==> src/rtl/data_select_arbiter.sv <==
// rtl/data_select_arbiter.sv - packet-granular round-robin select-token arbiter (optional grant counters: ARB_GRANT_STATS_EN)
module data_select_arbiter #(
   parameter int NUM_STREAMS = 4,
   parameter int MAX_BURST   = 1,
   parameter int STAT_W      = 32,
   localparam int SEL_W      = (NUM_STREAMS > 1) ? $clog2(NUM_STREAMS) : 1
) (
   input  logic                          clk,
   input  logic                          rst,
   input  logic [NUM_STREAMS-1:0]        req,
   output logic                          select_valid,
   input  logic                          select_ready,
   output logic [SEL_W-1:0]              select_data,
   output logic [NUM_STREAMS-1:0]        grant_onehot
`ifdef ARB_GRANT_STATS_EN
   ,
   output logic [NUM_STREAMS*STAT_W-1:0] grant_count,
   input  logic                          stats_clear
`endif
);

   typedef enum logic {
      S_IDLE  = 1'b0,
      S_GRANT = 1'b1
   } state_t;

   // Last burst index: a stream that has been granted this many extra times must rotate.
   localparam logic [7:0] BURST_LAST = 8'(MAX_BURST - 1);

   state_t                   state_q, state_d;
   logic [SEL_W-1:0]         sel_q, sel_d;
   logic [SEL_W-1:0]         ptr_q, ptr_d;
   logic [7:0]               burst_q, burst_d;
   logic [NUM_STREAMS-1:0]   onehot_q, onehot_d;

   logic [2*NUM_STREAMS-1:0] req_dbl;
   logic [NUM_STREAMS-1:0]   req_rot;
   logic                     found;
   logic [SEL_W-1:0]         win;
   logic                     req_cur;
   logic                     handshake;

   // Index after idx, wrapping explicitly so non-power-of-two stream counts work.
   function automatic logic [SEL_W-1:0] next_idx(input logic [SEL_W-1:0] idx);
      if (int'(idx) >= NUM_STREAMS - 1) begin
         return '0;
      end
      return idx + SEL_W'(1);
   endfunction

   function automatic logic [NUM_STREAMS-1:0] decode(input logic [SEL_W-1:0] idx);
      logic [NUM_STREAMS-1:0] v;
      v = '0;
      for (int i = 0; i < NUM_STREAMS; i++) begin
         if (int'(idx) == i) begin
            v[i] = 1'b1;
         end
      end
      return v;
   endfunction

   assign handshake = (state_q == S_GRANT) && select_ready;
   assign req_cur   = |(req & decode(sel_q));

   // Rotate req so bit 0 is the stream at ptr, then take the first set bit.
   // ptr always equals cur+1 while granting, so this also serves the rotation search.
   always_comb begin
      int sum;
      req_dbl = {req, req};
      req_rot = NUM_STREAMS'(req_dbl >> ptr_q);
      found   = 1'b0;
      win     = '0;
      sum     = 0;
      for (int i = 0; i < NUM_STREAMS; i++) begin
         if (!found && req_rot[i]) begin
            found = 1'b1;
            sum   = int'(ptr_q) + i;
            if (sum >= NUM_STREAMS) begin
               sum = sum - NUM_STREAMS;
            end
            win   = SEL_W'(sum);
         end
      end
   end

   // Next-state: load a winner from idle, hold until handshake, then burst, rotate or drain.
   always_comb begin
      state_d = state_q;
      sel_d   = sel_q;
      ptr_d   = ptr_q;
      burst_d = burst_q;
      case (state_q)
         S_IDLE: begin
            if (found) begin
               state_d = S_GRANT;
               sel_d   = win;
               ptr_d   = next_idx(win);
               burst_d = '0;
            end
         end
         S_GRANT: begin
            if (select_ready) begin
               if ((burst_q < BURST_LAST) && req_cur) begin
                  burst_d = burst_q + 8'd1;
               end else if (found) begin
                  sel_d   = win;
                  ptr_d   = next_idx(win);
                  burst_d = '0;
               end else begin
                  state_d = S_IDLE;
               end
            end
         end
         default: state_d = S_IDLE;
      endcase
      onehot_d = (state_d == S_GRANT) ? decode(sel_d) : '0;
   end

   // State and token registers.
   always_ff @(posedge clk) begin
      if (rst) begin
         state_q  <= S_IDLE;
         sel_q    <= '0;
         ptr_q    <= '0;
         burst_q  <= '0;
         onehot_q <= '0;
      end else begin
         state_q  <= state_d;
         sel_q    <= sel_d;
         ptr_q    <= ptr_d;
         burst_q  <= burst_d;
         onehot_q <= onehot_d;
      end
   end

   assign select_valid = (state_q == S_GRANT);
   assign select_data  = sel_q;
   assign grant_onehot = onehot_q;

`ifdef ARB_GRANT_STATS_EN
   logic [NUM_STREAMS*STAT_W-1:0] cnt_q, cnt_d;

   // Saturating per-stream handshake counters.
   always_comb begin
      cnt_d = cnt_q;
      for (int i = 0; i < NUM_STREAMS; i++) begin
         if (handshake && (int'(sel_q) == i) && (cnt_q[i*STAT_W +: STAT_W] != {STAT_W{1'b1}})) begin
            cnt_d[i*STAT_W +: STAT_W] = cnt_q[i*STAT_W +: STAT_W] + STAT_W'(1);
         end
      end
   end

   // Clear beats a same-cycle increment.
   always_ff @(posedge clk) begin
      if (rst || stats_clear) begin
         cnt_q <= '0;
      end else begin
         cnt_q <= cnt_d;
      end
   end

   assign grant_count = cnt_q;
`else
   logic unused_handshake;
   assign unused_handshake = handshake;
`endif

endmodule

==> config.mk <==
export PLATFORM = sky130hd
export DESIGN_NAME = data_select_arbiter
export DESIGN_NICKNAME = d
export VERILOG_FILES = /design/src/rtl/data_select_arbiter.sv
export SDC_FILE = /design/constraint.sdc
export NUM_CORES = 1
export LEC_CHECK = 0
export CAP_MARGIN = 10
export CORE_AREA = 2 2 39 41
export DETAILED_ROUTE_END_ITERATION = 10
export DIE_AREA = 0 0 41 43
export HOLD_SLACK_MARGIN = 0.03
export SLEW_MARGIN = 25
export SYNTH_ARGS = -nofsm -noshare
export SYNTH_HDL_FRONTEND = slang
export SYNTH_SLANG_ARGS = --single-unit
==> constraint.sdc <==
create_clock -name clk -period 1.3 [get_ports clk]
set_input_delay 0.13 -clock clk [delete_from_list [all_inputs] [get_ports clk]]
set_output_delay 0.13 -clock clk [all_outputs]
set_load 0.05 [all_outputs]
== Word level (Yosys, flattened, before mapping) ==
Cells that the tools add are included.
W data, S select, Z words.

* Word-level logic and storage cells: 92
* Output and inout port bits: 7
* Register bits: 17

* Add/subtract/negate cells: 9
* Magnitude comparators: 6
* Equality and inequality tests: 10
* Bitwise operators: 3
* Muxes and demuxes: 46
* Shift operators: 1
* Reductions and logical operators: 12

{| class="wikitable"
|+ Operators by type and width
! kind !! number
|-
| $mux W2 || 18
|-
| $mux W8 || 3
|-
| $mux W1 || 21
|-
| $pmux W8 S2 || 1
|-
| $ge A3 B3 Y1 const B || 3
|-
| $add A8 B1 Y8 const B || 1
|-
| $eq A2 B2 Y1 const B || 4
|-
| $lt A8 B1 Y1 const B || 1
|-
| $pmux W2 S2 || 2
|-
| $shr A8 B2 Y4 || 1
|-
| $sub A2 B1 Y2 const B || 4
|-
| $add A2 B2 Y3 const B || 2
|-
| $ne A2 B2 Y1 const B || 3
|-
| $and A4 B4 Y4 || 1
|-
| $eq A2 B1 Y1 const B || 2
|-
| $logic_and A1 B1 Y1 || 4
|-
| $logic_not A2 Y1 || 2
|-
| $reduce_and A4 Y1 || 1
|-
| $reduce_or A4 Y1 || 1
|-
| $add A2 B1 Y3 const B || 1
|-
| $ge A2 B3 Y1 const B || 1
|-
| $logic_not A1 Y1 || 3
|-
| $add A2 B1 Y2 const B || 1
|-
| $ge A2 B2 Y1 const B || 1
|-
| other kinds (4) || 5
|}

== Logic depth before layout (Yosys ltp) ==
* Word-level depth: 22
* Mapped depth: 6

== Worst setup path after synthesis ==
OpenSTA, ideal clock, no wires.

* Path type: register -> register
* Start: reg state_q, in the netlist select_valid
* End: reg onehot_q[2], in the netlist grant_onehot[2]
* Period minus slack after synthesis: 1.389 ns
* Buffers on the path: 0
* Library setup time: 0.083 ns
* Cell stages (with the launch flop): 4
* Arrival time: 1.306 ns
* Setup slack: -0.089 ns
* Path through: dfxtp_1 -> a21oi_4 -> or3b_1 -> o22ai_2

* Word-level cells in the longest chain between the ends: 4
* Elaborated cells on any way between the ends: 7
* Classes of those cells: eq/ne: 1; mux: 3; bitwise: 2; reduce/logical: 1

{| class="wikitable"
|+ RTL lines
! item !! line !! RTL
|-
| start: declaration || 30 || <nowiki>state_t state_q, state_d;</nowiki>
|-
| start signal: assignment || 128 || <nowiki>state_q <= state_d;</nowiki>
|-
| $not A1 Y1 || -- ||
|-
| $pmux W2 S2 / $pmux W1 S2 (equally long branches) || 92 || <nowiki>case (state_q)</nowiki>
|-
| $eq A2 B2 Y1 / $not A1 Y1 (equally long branches) || -- ||
|-
| $mux W1 / $reduce_or A2 Y1 (equally long branches) || -- ||
|-
| end signal: assignment || 132 || <nowiki>onehot_q <= onehot_d;</nowiki>
|-
| end: declaration || 34 || <nowiki>logic [NUM_STREAMS-1:0] onehot_q, onehot_d;</nowiki>
|}

Several ways; a longest one is shown, not always the timed one.
A chain may end at the register's enable or synchronous reset.

== Worst setup path after layout ==
* Start: in req[1]
* End: reg onehot_q[2], in the netlist grant_onehot[2]

* Word-level cells in the longest chain between the ends: 17
* Elaborated cells on any way between the ends: 30
* Classes of those cells: eq/ne: 1; shift: 1; mux: 17; bitwise: 2; reduce/logical: 9

{| class="wikitable"
|+ RTL lines
! item !! line !! RTL
|-
| start: declaration || 10 || <nowiki>input logic [NUM_STREAMS-1:0] req,</nowiki>
|-
| $shr A8 B2 Y4 || 70 || <nowiki>req_rot = NUM_STREAMS'(req_dbl >> ptr_q);</nowiki>
|-
| $mux W1 || 75 || <nowiki>if (!found && req_rot[i]) begin</nowiki>
|-
| $logic_not A1 Y1 || 75 ||
|-
| $logic_and A1 B1 Y1 || 75 ||
|-
| $mux W1 || 75 ||
|-
| $logic_not A1 Y1 || 75 ||
|-
| $logic_and A1 B1 Y1 || 75 ||
|-
| $mux W1 || 75 ||
|-
| $logic_not A1 Y1 || 75 ||
|-
| $logic_and A1 B1 Y1 || 75 ||
|-
| $mux W2 / $mux W1 (equally long branches) || 75 ||
|-
| $mux W2 / $mux W1 (equally long branches) || 94, 105 ||
|-
| $mux W2 / $mux W1 (equally long branches) || 103 || <nowiki>if ((burst_q < BURST_LAST) && req_cur) begin</nowiki>
|-
| $mux W2 / $mux W1 (equally long branches) || 102 || <nowiki>if (select_ready) begin</nowiki>
|-
| $pmux W2 S2 / $pmux W1 S2 (equally long branches) || 92 ||
|-
| $eq A2 B2 Y1 / $not A1 Y1 (equally long branches) || -- ||
|-
| $mux W1 / $reduce_or A2 Y1 (equally long branches) || -- ||
|}

Several ways; a longest one is shown, not always the timed one.

==> metrics.csv <==
stage;metric;value;unit
placed_design;Port-buffer cells;13;
synthesis;register area share after synthesis;0.391;
critical_path;CP required;1.50;ns
status;status;complete, but fails checks;
synthesis;Yosys cell types;25;
critical_path;Worst R2R Start;ptr_q[1];
clock_tree;postcts setup bufs;0;
floorplan;die width;41;um
finish;P&R area growth vs syn;73.6;%
critical_path;CP endpoint;grant_onehot[2];
detailed_routing;antenna viol nets, final;0;
critical_path;R2R depth;5;
detailed_routing;via count;433;
timing;Tmin final;1.32;ns
critical_path;crit path DAT;1.52;ns
detailed_routing;Remaining DRCs;0;
synthesis;Post-Syn Area;460;um2
placed_design;gpl congestion;0.766;
timing;Tcrit/Tclk final;1.01;
clock_tree;clk sinks;9;
clock_tree;CTS tree;yes;
pwr;Power per Cell Area;1160;mW/mm2
synthesis;Synth Register Bits;9;
floorplan;initial core utilization;0.333;
floorplan;Cell Rows;14;
synthesis;Cells after Synth;49;
timing;Slew Viols, Final;0;
worst_hold_path;Hold Crit Class;in -> reg;
pwr;leakage power;0.330;nW
placed_design;Post-DP HPWL;789;um
clock_tree;H-tree levels;1;
finish;share of layout cells above drive strength 1;0.427;
detailed_routing;DRT Pass-1 Iters;4;
detailed_routing;drt initial violations;3;
synthesis;largest cells by area after synthesis;dfxtp_1 (39%), mux2i_1 (6.5%), nor2_1 (5.7%);
clock_tree;largest buffer count on any clock path;2;
grt;vias in the first global route;408;
synthesis;top-area cell type share of the netlist area;0.391;
clock_tree;clock-pin slew on the worst setup and hold paths;0.06;ns
timing;setup violators final;2;
grt;gr usage total;0.148;
critical_path;CP max FO;3;
synthesis;syn_area_per_cell;9.40;um2
grt;initial antenna violation count;0;
synthesis;Mapped Nets;56;
timing;final hold vios;0;
finish;Final nets;83;
job;Max Cap Violations;0;
synthesis;Ys Warns;0;
critical_path;slack of the worst reg-to-reg path;-0.02;ns
critical_path;CP Launch Type;input port;
detailed_routing;final wirelength;1050;um
timing;final worst slack;-0.0194;ns
floorplan;num ports;14;
status;failing checks;negative setup slack;
clock_tree;TritonCTS Buffers;3;
detailed_routing;wire length per cell;11.5;um
finish;Ant. Diodes;0;
timing;max_slew headroom;0.830;
placed_design;area post-placement;763;um2
timing;Peak Freq;758;MHz
synthesis;Yosys top cell by area;dfxtp_1;
pwr;Peak VDD IR;0.676;mV
grt;first-pass GRT wire length;1710;um
pwr;Power Total;0.927;mW
clock_tree;later-pin clock latency in the skew report;0.27;ns
clock_tree;CTS Hold Buffers Added;0;
critical_path;CP endpoint kind;flip-flop;
grt;GR Overflow Total;0;
timing;RSZ-0062 raised after global routing;true;
timing;Clock Skews;0.00477;ns
detailed_routing;via-per-instance ratio;4.76;
critical_path;critical path type;in -> reg;
floorplan;core box area;0.00138;mm2
finish;final instance area;800;um2
critical_path;Critical Path Source;req[1];
floorplan;die area;0.00176;mm2
timing;Worst Tran Pin Value;0.255;ns
grt;largest net degree at the start of global routing;8;
floorplan;Die Ht;43;um
clock_tree;Root Driver;clkbuf_4;
critical_path;reg-to-reg endpoint;grant_onehot[2];
[power by group]
group	internal [mW]	leakage (nW)	switching, mW
sequential	0.308	0.0750	0.0297
combinational	0.193	0.240	0.177
clock	0.119	0.0150	0.102
[worst min path at each step]
| stage | start | depth (start not counted) | slack [ns] | to |
|---|---|---|---|---|
| floorplan | req[3] | 2 | 0.31 | select_valid |
| global placement | ptr_q[0] | 2 | 0.51 | ptr_q[0] |
| detailed placement | ptr_q[0] | 2 | 0.51 | ptr_q[0] |
| CTS | req[3] | 4 | 0.49 | select_valid |
| global route | ptr_q[0] | 2 | 0.55 | ptr_q[0] |
| finish | req[2] | 4 | 0.51 | select_valid |
[cell usage in the layout (no fill, tap or decap), types with 2 or more instances in the layout]
cell type / n
a21oi_1: 3
a21oi_4: 2
buf_12: 7
buf_4: 9
buf_6: 2
clkbuf_4: 3
clkdlybuf4s50_1: 3
dfxtp_1: 7
dlygate4sd2_1: 3
inv_1: 2
mux2i_1: 3
nand2_1: 4
nor2_1: 7
o21ai_1: 2
o22ai_1: 2
[final cells by class]
type	instances	area, um2
Clock buffer	4	26.3
Fill cell	117	584
Inverter	2	7.51
Multi-Input combinational cell	36	274
Sequential cell	9	185
Tap cell	16	20.0
Timing Repair Buffer	24	287
[sequential cells by signal (all words and copies together), names as in the netlist]
name and cells:
grant_onehot 4, select_valid 1, select_data 2, ptr_q 2
[critical path: stages]
cell and delay (ns):
clkdlybuf4s50_1 0.52, nor4_2 0.05, buf_4 0.15, a21oi_4 0.13, or3b_4 0.40, o22ai_2 0.13
[cells by family after synthesis]
group / count (synthesis) / synth area share
multiplexers: 3 / 0.0652
flip-flops: 9 / 0.391
XOR/XNOR: 1 / 0.0190
AND/OR/NAND/NOR: 18 / 0.228
AO/OA/AOI/OAI: 14 / 0.245
buffers and inverters: 4 / 0.0516
[what timing repair did]
item,4_1_cts,5_1_grt
endpoints found under the setup margin,6,8
pin swaps,2,1
resized for setup,6,2
[per-stage QoR]
step / setup WS [ns] / setup TNS (ns) / std cells / utilization / hold slack [ns]
4_1_cts: -0.0121 / -0.0169 / 91 / 0.573 / 0.494
2_1_floorplan: -0.0339 / -0.0457 / 49 / - / 0.315
3_5_place_dp: -0.381 / -2.46 / 87 / 0.552 / 0.513
3_3_place_gp: -0.356 / -2.55 / 87 / 0.552 / 0.510
5_1_grt: -0.0846 / -0.353 / 91 / 0.578 / 0.550
6_report: -0.0194 / -0.0280 / 91 / 0.578 / 0.507
[layer usage]
layer	part of all wire	vias to the layer above	global-route usage
met3	0.053	2	0.0157
met2	0.50	15	0.200
li1	-	228	-
met4	0.032	0	0.120
met1	0.41	188	0.203
met5	0	-	0
[cell usage after synthesis]
master / n
or4_1: 1
a21oi_2: 1
dfxtp_1: 9
nand2_1: 4
a21oi_4: 1
inv_1: 2
nand2b_1: 1
nor4_2: 1
clkbuf_2: 1
buf_6: 1
o21ai_1: 2
nand3_1: 1
o22ai_2: 1
o21a_1: 1
o22a_2: 1
mux2i_1: 3
nand3b_1: 1
a211oi_1: 1
nor2_1: 7
nor3_4: 1
o22ai_1: 2
a21oi_1: 3
a211oi_2: 1
xnor2_1: 1
or3b_1: 1
(Power assumes the default switching activity.)
